===== config.mk =====
export PLATFORM = sky130hd
export DESIGN_NAME = trivium_prng
export DESIGN_NICKNAME = d
export VERILOG_FILES = /design/src/rtl/trivium_prng.sv
export SDC_FILE = /design/constraint.sdc
export NUM_CORES = 1
export LEC_CHECK = 0
export BUFFER_PORTS_ARGS = -buffer_cell sky130_fd_sc_hd__buf_2
export CAP_MARGIN = 20
export CORE_UTILIZATION = 57
export CTS_CLUSTER_SIZE = 25
export DETAILED_ROUTE_END_ITERATION = 7
export GPL_TIMING_DRIVEN = 0
export PLACE_DENSITY_LB_ADDON = 0.2
export SLEW_MARGIN = 20
export SYNTH_ARGS = -nofsm -noshare
export SYNTH_HDL_FRONTEND = slang
export SYNTH_SLANG_ARGS = --single-unit
export TNS_END_PERCENT = 5

===== constraint.sdc =====
create_clock -name clk -period 16.7 [get_ports clk]
set_input_delay 0 -clock clk [delete_from_list [all_inputs] [get_ports clk]]
set_output_delay 0 -clock clk [all_outputs]
set_load 0.02 [all_outputs]

===== src/rtl/trivium_prng.sv =====
// trivium_prng: Trivium keystream generator, 32 rounds/clock, 128-bit words on request
module trivium_prng (
  input  logic         clk,
  input  logic         rst,
  input  logic [255:0] seed,
  input  logic         reseed,
  output logic         reseed_ack,
  output logic [127:0] rdi_data,
  output logic         rdi_valid,
  input  logic         rdi_ready
);
  typedef enum logic [1:0] {UNKEYED, INIT, KEYED, GEN} state_t;
  state_t         st;
  logic [5:0]     cnt;
  logic           pend;
  logic [287:0]   s, s_nx, ld;
  logic [31:0]    z;
  logic [95:0]    acc;
  logic           seed_unused;

  // returns {z, next_state}; bit i of the state vector is Trivium s(i+1)
  function automatic logic [288:0] rnd(input logic [287:0] x);
    logic t1, t2, t3;
    t1 = x[65] ^ x[92];
    t2 = x[161] ^ x[176];
    t3 = x[242] ^ x[287];
    rnd = {t1 ^ t2 ^ t3, 288'b0};
    t1 ^= x[90] & x[91] ^ x[170];
    t2 ^= x[174] & x[175] ^ x[263];
    t3 ^= x[285] & x[286] ^ x[68];
    rnd[287:0] = {x[286:177], t2, x[175:93], t1, x[91:0], t3};
  endfunction

  assign ld = {3'b111, 112'b0, seed[159:80], 13'b0, seed[79:0]};
  assign seed_unused = ^seed[255:160];

  always_comb begin
    s_nx = s;
    z = '0;
    for (int i = 0; i < 32; i++) {z[i], s_nx} = rnd(s_nx);
  end

  always_ff @(posedge clk or posedge rst) begin
    if (rst) begin
      st         <= UNKEYED;
      cnt        <= '0;
      pend       <= 1'b0;
      s          <= '0;
      acc        <= '0;
      rdi_data   <= '0;
      reseed_ack <= 1'b0;
      rdi_valid  <= 1'b0;
    end else begin
      reseed_ack <= 1'b0;
      rdi_valid  <= 1'b0;
      if (rdi_ready && st != KEYED) pend <= 1'b1;
      if (reseed) begin
        s   <= ld;
        st  <= INIT;
        cnt <= '0;
        if (st == GEN) pend <= 1'b1;
      end else if (st == INIT) begin
        s   <= s_nx;
        cnt <= cnt + 6'd1;
        if (cnt == 6'd35) begin
          st         <= KEYED;
          reseed_ack <= 1'b1;
        end
      end else if (st == KEYED && (rdi_ready || pend)) begin
        st   <= GEN;
        cnt  <= '0;
        pend <= 1'b0;
      end else if (st == GEN) begin
        s   <= s_nx;
        acc <= {z, acc[95:32]};
        cnt <= cnt + 6'd1;
        if (cnt == 6'd3) begin
          rdi_data  <= {z, acc};
          rdi_valid <= 1'b1;
          st        <= KEYED;
        end
      end
    end
  end
endmodule

==> results of run 1 <==
[power groups by stage]
stage / Clock (W) / Combinational, W / Sequential (W)
after global routing: 0.00130 / 0.000816 / 0.00150
after global placement: 0 / 0.000710 / 0.00151
final: 0.00124 / 0.000780 / 0.00149
after floorplan: 0 / 0.000516 / 0.00145
after detailed placement: 0 / 0.000719 / 0.00151
after CTS: 0.00125 / 0.000761 / 0.00149
[path summary, 6_finish.rpt]
check	endpoint	cells past startpoint
setup reg to reg	s[11]	5
hold / removal	s[167]	3
min in group asynchronous	acc[77]	4
hold reg to reg	rdi_data[1]	1
setup / recovery	s[11]	5
max in group asynchronous	s[184]	8
[stage by stage]
step                      setup slack (ns)  total power (W)
after floorplan                      2.088         0.001970
after global placement              -2.972         0.002216
after detailed placement             13.47         0.002228
after CTS                            13.82         0.003497
after global routing                 13.72         0.003615
final                                13.72         0.003515
[per-layer routing]
layer  vias to the layer above  GRT usage, %
li1                       7996             -
met1                      9391         47.50
met2                       930         57.67
met3                       213         6.913
met4                         0         17.22
met5                         -             0
[cell type report]
class                           instances  share of cell area, %
Buffer                                147                  1.927
Clock buffer                           81                  5.233
Clock inverter                         17                 0.6773
Inverter                                2                0.04838
Multi-Input combinational cell       1320                  36.98
Sequential cell                       523                  42.17
Tap cell                              585                  2.359
Timing Repair Buffer                  463                  10.60
[worst register-to-register path: stages (launching register included)]
cell and delay [ns]:
dfrtp_1 0.32, clkbuf_1 0.52, nor2b_1 0.39, clkbuf_1 0.80, clkbuf_1 0.67, a21o_1 0.21
[sequential cells by signal, summed over array words and instances, names as in the netlist]
name / cells
rdi_valid: 1
reseed_ack: 1
pend: 1
rdi_data: 128
acc: 96
s: 288
st: 2
cnt: 6
[kinds of logic (layout without fill, tap and decap cells)]
| group | Yosys count | after routing | share of synthesized area [%] |
|---|---|---|---|
| buffers and inverters | 149 | 710 | 2.406 |
| multiplexers | 349 | 349 | 14.68 |
| flip-flops | 523 | 523 | 52.00 |
| AO/OA/AOI/OAI | 365 | 365 | 9.546 |
| AND/OR/NAND/NOR | 377 | 377 | 5.906 |
| XOR/XNOR | 228 | 228 | 15.41 |
| adder cells (fa/ha/maj) | 1 | 1 | 0.04971 |
[timing repair]
action	4_1_cts	5_1_grt
endpoints found under the hold margin	442	0
gates resized for setup	0	0
hold buffers	163	0
[layout by cell type, fill, tap and decap left out, types with 5 or more instances in the layout]
| cell type | instances |
|---|---|
| xor3_1 | 96 |
| clkbuf_1 | 119 |
| clkinv_2 | 10 |
| dlygate4sd3_1 | 163 |
| dfrtp_1 | 523 |
| o31ai_1 | 32 |
| mux2_2 | 120 |
| buf_1 | 24 |
| nand2_1 | 228 |
| a211oi_1 | 32 |
| a21o_1 | 65 |
| xnor3_1 | 32 |
| clkbuf_8 | 15 |
| buf_16 | 7 |
| nor2b_1 | 5 |
| mux2i_1 | 189 |
| a22o_1 | 64 |
| xnor2_1 | 97 |
| mux2_1 | 40 |
| o21ai_0 | 163 |
| nor2_1 | 129 |
| a21oi_1 | 5 |
| clkbuf_16 | 55 |
| buf_2 | 303 |
==> results.sh, run 1 <==
export IMPL_tightestPinTransition_ns=1.005
export IMPL_tns_ns=0
export IMPL_row_count=76
export IMPL_r2r_start="st[0]"
export IMPL_fin_crit_sh_pct=17.83
export IMPL_grt_pass1_wl_um=117900
export IMPL_first_global_vias=18780
export IMPL_layout_nets=2772
export IMPL_synth_ff_type="dfrtp_1"
export IMPL_cts_max_level=2
export IMPL_max_slew_margin_pct=32.98
export IMPL_ys_top_cells_by_count="dfrtp_1 (523), nand2_1 (228), mux2i_1 (189)"
export IMPL_syn_area_per_cell_um2=12.63
export IMPL_rrSetupSlack_ns=13.72
export IMPL_cpPeakStageDelay_ns=0.80
export IMPL_syn_nets=2253
export IMPL_ant_nets=0
export IMPL_cp_required_ns=17.25
export IMPL_slew_violations=0
export IMPL_ctsRootBufferMaster="clkbuf_16"
export IMPL_final_seq_area_um2=13090
export IMPL_power_density_nw_per_um2=113.3
export IMPL_place_detailed_hpwl_um=57590
export IMPL_antennaDiodeCount=0
export IMPL_syn_inst=1992
export IMPL_path_common_cell="clkbuf_1"
export IMPL_clock_power_share_pct=35.3
export IMPL_yosysUniqueCellTypes=35
export IMPL_fin_util_pct=71.73
export IMPL_start_util_pct=58.17
export IMPL_post_route_cell_area_um2=31030
export IMPL_nFillCells=2957
export IMPL_routed_via_density=5.905
export IMPL_routed_wl_um=79580
export IMPL_status="finished, final reports clean"
export IMPL_leakagePower_nw=16.58
export IMPL_vias=18530
export IMPL_top_layer="met4"
export IMPL_cp_max_fo=10
export IMPL_post_dp_cell_area_um2=27570
export IMPL_antenna_found_initial=1
export IMPL_synth_async_reset_ratio_pct=100.0
export IMPL_ir_worst_vdd_mv=0.08168
export IMPL_grt_overflow_total=0
export IMPL_drc=0
export IMPL_holdCritPathClass="input port to register"
export IMPL_die_area_um2=45000
export IMPL_cts_buffer_depth=3
export IMPL_placed_cells=2877
export IMPL_internal_power_w=0.002508
export IMPL_path_class="register to register"
export IMPL_p_sw_w=0.001007
export IMPL_grt_max_degree=99
export IMPL_worst_path_max_delay_cell="clkbuf_1"
export IMPL_synth_top_area_share_pct=52.00
export IMPL_ys_warn_count=0
export IMPL_drt_iter0_drc=1802
export IMPL_final_hold_violation_count=0
export IMPL_die_height_um=212.1
export IMPL_synth_edf_count=0
export IMPL_wl_met1_um=31440
export IMPL_yosysTopAreaCell="dfrtp_1"
export IMPL_clkSlewWorstSetupHoldPaths_ns=0.06
export IMPL_rsz0062_at_grt="false"
export IMPL_drv_cap=0
export IMPL_area_growth_pct=23.31
export IMPL_met2WireLength_um=37250
export IMPL_fmax_ghz=0.3358
export IMPL_crit_chain="clkbuf_1, nor2b_1, clkbuf_1, clkbuf_1, a21o_1"
export IMPL_crit_start="st[0]"
export IMPL_worstHoldStart="reseed"
export IMPL_final_min_clock_period_ns=2.977
export IMPL_instances_no_fill=3138
export IMPL_wl_met3_um=6632
export IMPL_multi_input_area_um2=11480
export IMPL_holdWs_ns=0.04125
export IMPL_wire_per_inst_um=25.36
export IMPL_place_gp_congestion=0.9652
export IMPL_die_width_um=212.1
export IMPL_cp_top_family="buffers and inverters"
export IMPL_switching_share_pct=28.65
export IMPL_ys_seq_area_share_pct=52.00
export IMPL_worstPathArrival_ns=3.52
export IMPL_yosys_top_cells_area="dfrtp_1 (52%), xor3_1 (9.1%), mux2i_1 (7.5%), mux2_2 (5.4%), nand2_1 (3.4%)"
export IMPL_startpoint_type="register"
export IMPL_dr_pass1_iters=5
export IMPL_finClkSkew_ns=0.01817
export IMPL_coreArea_um2=43270
export IMPL_postCtsSetupBuffers=0
export IMPL_cts_num_sinks=523
export IMPL_io_pins=390
export IMPL_drive_above_1_share_pct=20.60
export IMPL_finalSetupViolCount=0
export IMPL_grt_use_total_pct=36.01
export IMPL_sequentialPowerShare_pct=42.5
export IMPL_worstSetupEndpointType="register"
export IMPL_ys_ff_latch=523
export IMPL_power_share_combinational_pct=22.2
export IMPL_syn_area_um2=25170
export IMPL_clk_insertion_delay_late_ns=0.62
export IMPL_portBuffers=293
export IMPL_yosysMostFrequentCell="dfrtp_1"
export IMPL_cts_tree="yes"
export IMPL_numCtsBuffers=54
export IMPL_cp_num_buf_inv=3
Note: power is estimated with default switching activity, not from simulation.
==> run 2, diff against run 1 <==
Settings changed: CORE_UTILIZATION 57 to 52.
Clock period 16.7 ns to 2.5 ns, I/O delays scaled along.
==> results.sh, run 2 (synthesis gave the netlist of run 1 again) <==
export IMPL_p_sw_w=0.006762
export IMPL_reg_top3="s (288), rdi_data (128), acc (96)"
export IMPL_cts_num_sinks=523
export IMPL_coreArea_um2=47750
export IMPL_path_class="input port to register"
export IMPL_r2r_end="rdi_data[13]"
export IMPL_final_hold_violation_count=0
export IMPL_routed_wl_um=79680
export IMPL_first_global_vias=18930
export IMPL_worstPathArrival_ns=2.99
export IMPL_layout_commonest_cell="dfrtp_1"
export IMPL_cp_required_ns=3.02
export IMPL_mostFrequentLayoutCells="dfrtp_1 (523), buf_2 (304), nand2_1 (228)"
export IMPL_clkSlewWorstSetupHoldPaths_ns=0.06
export IMPL_sequentialPowerShare_pct=42.1
export IMPL_portBuffers=293
export IMPL_final_min_clock_period_ns=2.469
export IMPL_ctsRootBufferMaster="clkbuf_16"
export IMPL_routed_via_density=5.804
export IMPL_leakagePower_nw=16.69
export IMPL_grt_pass1_wl_um=120700
export IMPL_post_dp_cell_area_um2=27790
export IMPL_top_register="s"
export IMPL_vias=18460
export IMPL_cts_buffer_depth=3
export IMPL_row_count=80
export IMPL_clock_power_share_pct=35.7
export IMPL_numCtsBuffers=54
export IMPL_rsz0062_at_grt="true"
export IMPL_fmax_ghz=0.4050
export IMPL_place_detailed_hpwl_um=59260
export IMPL_die_height_um=222.0
export IMPL_grtUsageMet3_pct=5.566
export IMPL_finalSetupViolCount=0
export IMPL_dr_pass1_iters=5
export IMPL_layout_nets=2783
export IMPL_r2r_cells=7
export IMPL_globalRouteMet1Util_pct=44.76
export IMPL_rrSetupSlack_ns=0.11
export IMPL_holdCritPathClass="input port to register"
export IMPL_start_util_pct=52.71
export IMPL_power_share_combinational_pct=22.2
export IMPL_clk_insertion_delay_late_ns=0.63
export IMPL_startpoint_type="input port"
export IMPL_cts_tree="yes"
export IMPL_worstSetupEndpointType="register"
export IMPL_drive_above_1_share_pct=21.08
export IMPL_worstHoldStart="reseed"
export IMPL_p_total_w=0.02366
export IMPL_wire_per_inst_um=25.06
export IMPL_finClkSkew_ns=0.02846
export IMPL_slew_violations=0
export IMPL_power_density_nw_per_um2=755.2
export IMPL_ant_nets=0
export IMPL_io_pins=390
export IMPL_switching_share_pct=28.58
export IMPL_post_route_cell_area_um2=31330
export IMPL_place_gp_congestion=0.9540
export IMPL_antenna_found_initial=2
export IMPL_crit_end="s[45]"
export IMPL_cp_max_fo=10
export IMPL_status="finished, final reports clean"
export IMPL_largest_register_ff_count=288
export IMPL_busiest_layer="met2"
export IMPL_cts_max_level=2
export IMPL_grt_max_degree=36
export IMPL_drt_iter0_drc=1318
export IMPL_fin_crit_sh_pct=98.77
export IMPL_crit_start="reseed"
export IMPL_internal_power_w=0.01690
export IMPL_drv_cap=0
export IMPL_min_path_cells=3
export IMPL_grt_use_total_pct=33.04
export IMPL_ir_worst_vdd_mv=0.5493
export IMPL_max_slew_margin_pct=41.11
export IMPL_r2r_start="cnt[0]"
export IMPL_area_growth_pct=24.50
export IMPL_tightestPinTransition_ns=0.8834
export IMPL_die_area_um2=49280
export IMPL_drc=0
export IMPL_gr_usage_met2_pct=52.00
export IMPL_grt_overflow_total=0
export IMPL_nFillCells=3597
export IMPL_die_width_um=222.0
==> run 2: worst min-delay path by stage <==
stage,to
global route,s[154]
global placement,s[134]
detailed placement,acc[74]
CTS,s[153]
floorplan,s[125]
finish,s[141]
==> run 2: layer usage <==
metal	wire length (um)	share of wire (%)
met2	36760	46
met4	4075	5.1
met3	5928	7.4
met1	32910	41
met5	8	0.010
==> run 2: power groups by stage <==
stage	Sequential (W)	Combinational (W)	Clock, W
global route	0.0100	0.00552	0.00886
finish	0.00997	0.00525	0.00844
floorplan	0.00972	0.00345	0
CTS	0.00993	0.00516	0.00857
global placement	0.0101	0.00479	0
detailed placement	0.0101	0.00489	0
==> run 2: repair_timing <==
action | in CTS | in global routing
pin swaps | 0 | 1
buffers inserted | 0 | 0
endpoints found under the hold margin | 341 | 0
gates resized for setup | 11 | 6
endpoints found under the setup margin | 152 | 265
hold buffers | 164 | 0
==> run 2: cell type report <==
type / count / area (um^2) / area share (%)
antenna: 3 / 7.507 / 0.02396
inverter: 2 / 11.26 / 0.03594
clock inverter: 13 / 257.7 / 0.8226
timing repair buffer: 475 / 3491 / 11.14
clock buffer: 83 / 1592 / 5.079
tap: 615 / 769.5 / 2.456
buffer: 146 / 628.1 / 2.005
multi-input combinational: 1320 / 11490 / 36.67
sequential: 523 / 13090 / 41.77
==> run 2: metrics by stage <==
stage | cells | setup WS (ns) | util, % | TNS, ns | hold WS (ns)
after detailed placement | 2918 | -0.8022 | 58.21 | -131.78 | -0.04422
after global routing | 3177 | -0.02800 | 65.61 | -0.3420 | 0.07880
after floorplan | 1992 | -4.606 | - | -2409.04 | 0.1210
final | 3180 | 0.03078 | 65.62 | 0 | 0.07389
after global placement | 2900 | -7.339 | 57.40 | -3934.78 | 0.2086
after CTS | 3178 | 0.001299 | 65.56 | 0 | 0.04055
==> run 2: worst max-delay path: stages <==
cell,delay (ns)
buf_2,0.26
clkbuf_1,0.70
clkbuf_2,0.53
clkbuf_1,0.59
clkbuf_1,0.63
nand2_1,0.13
o21ai_0,0.13
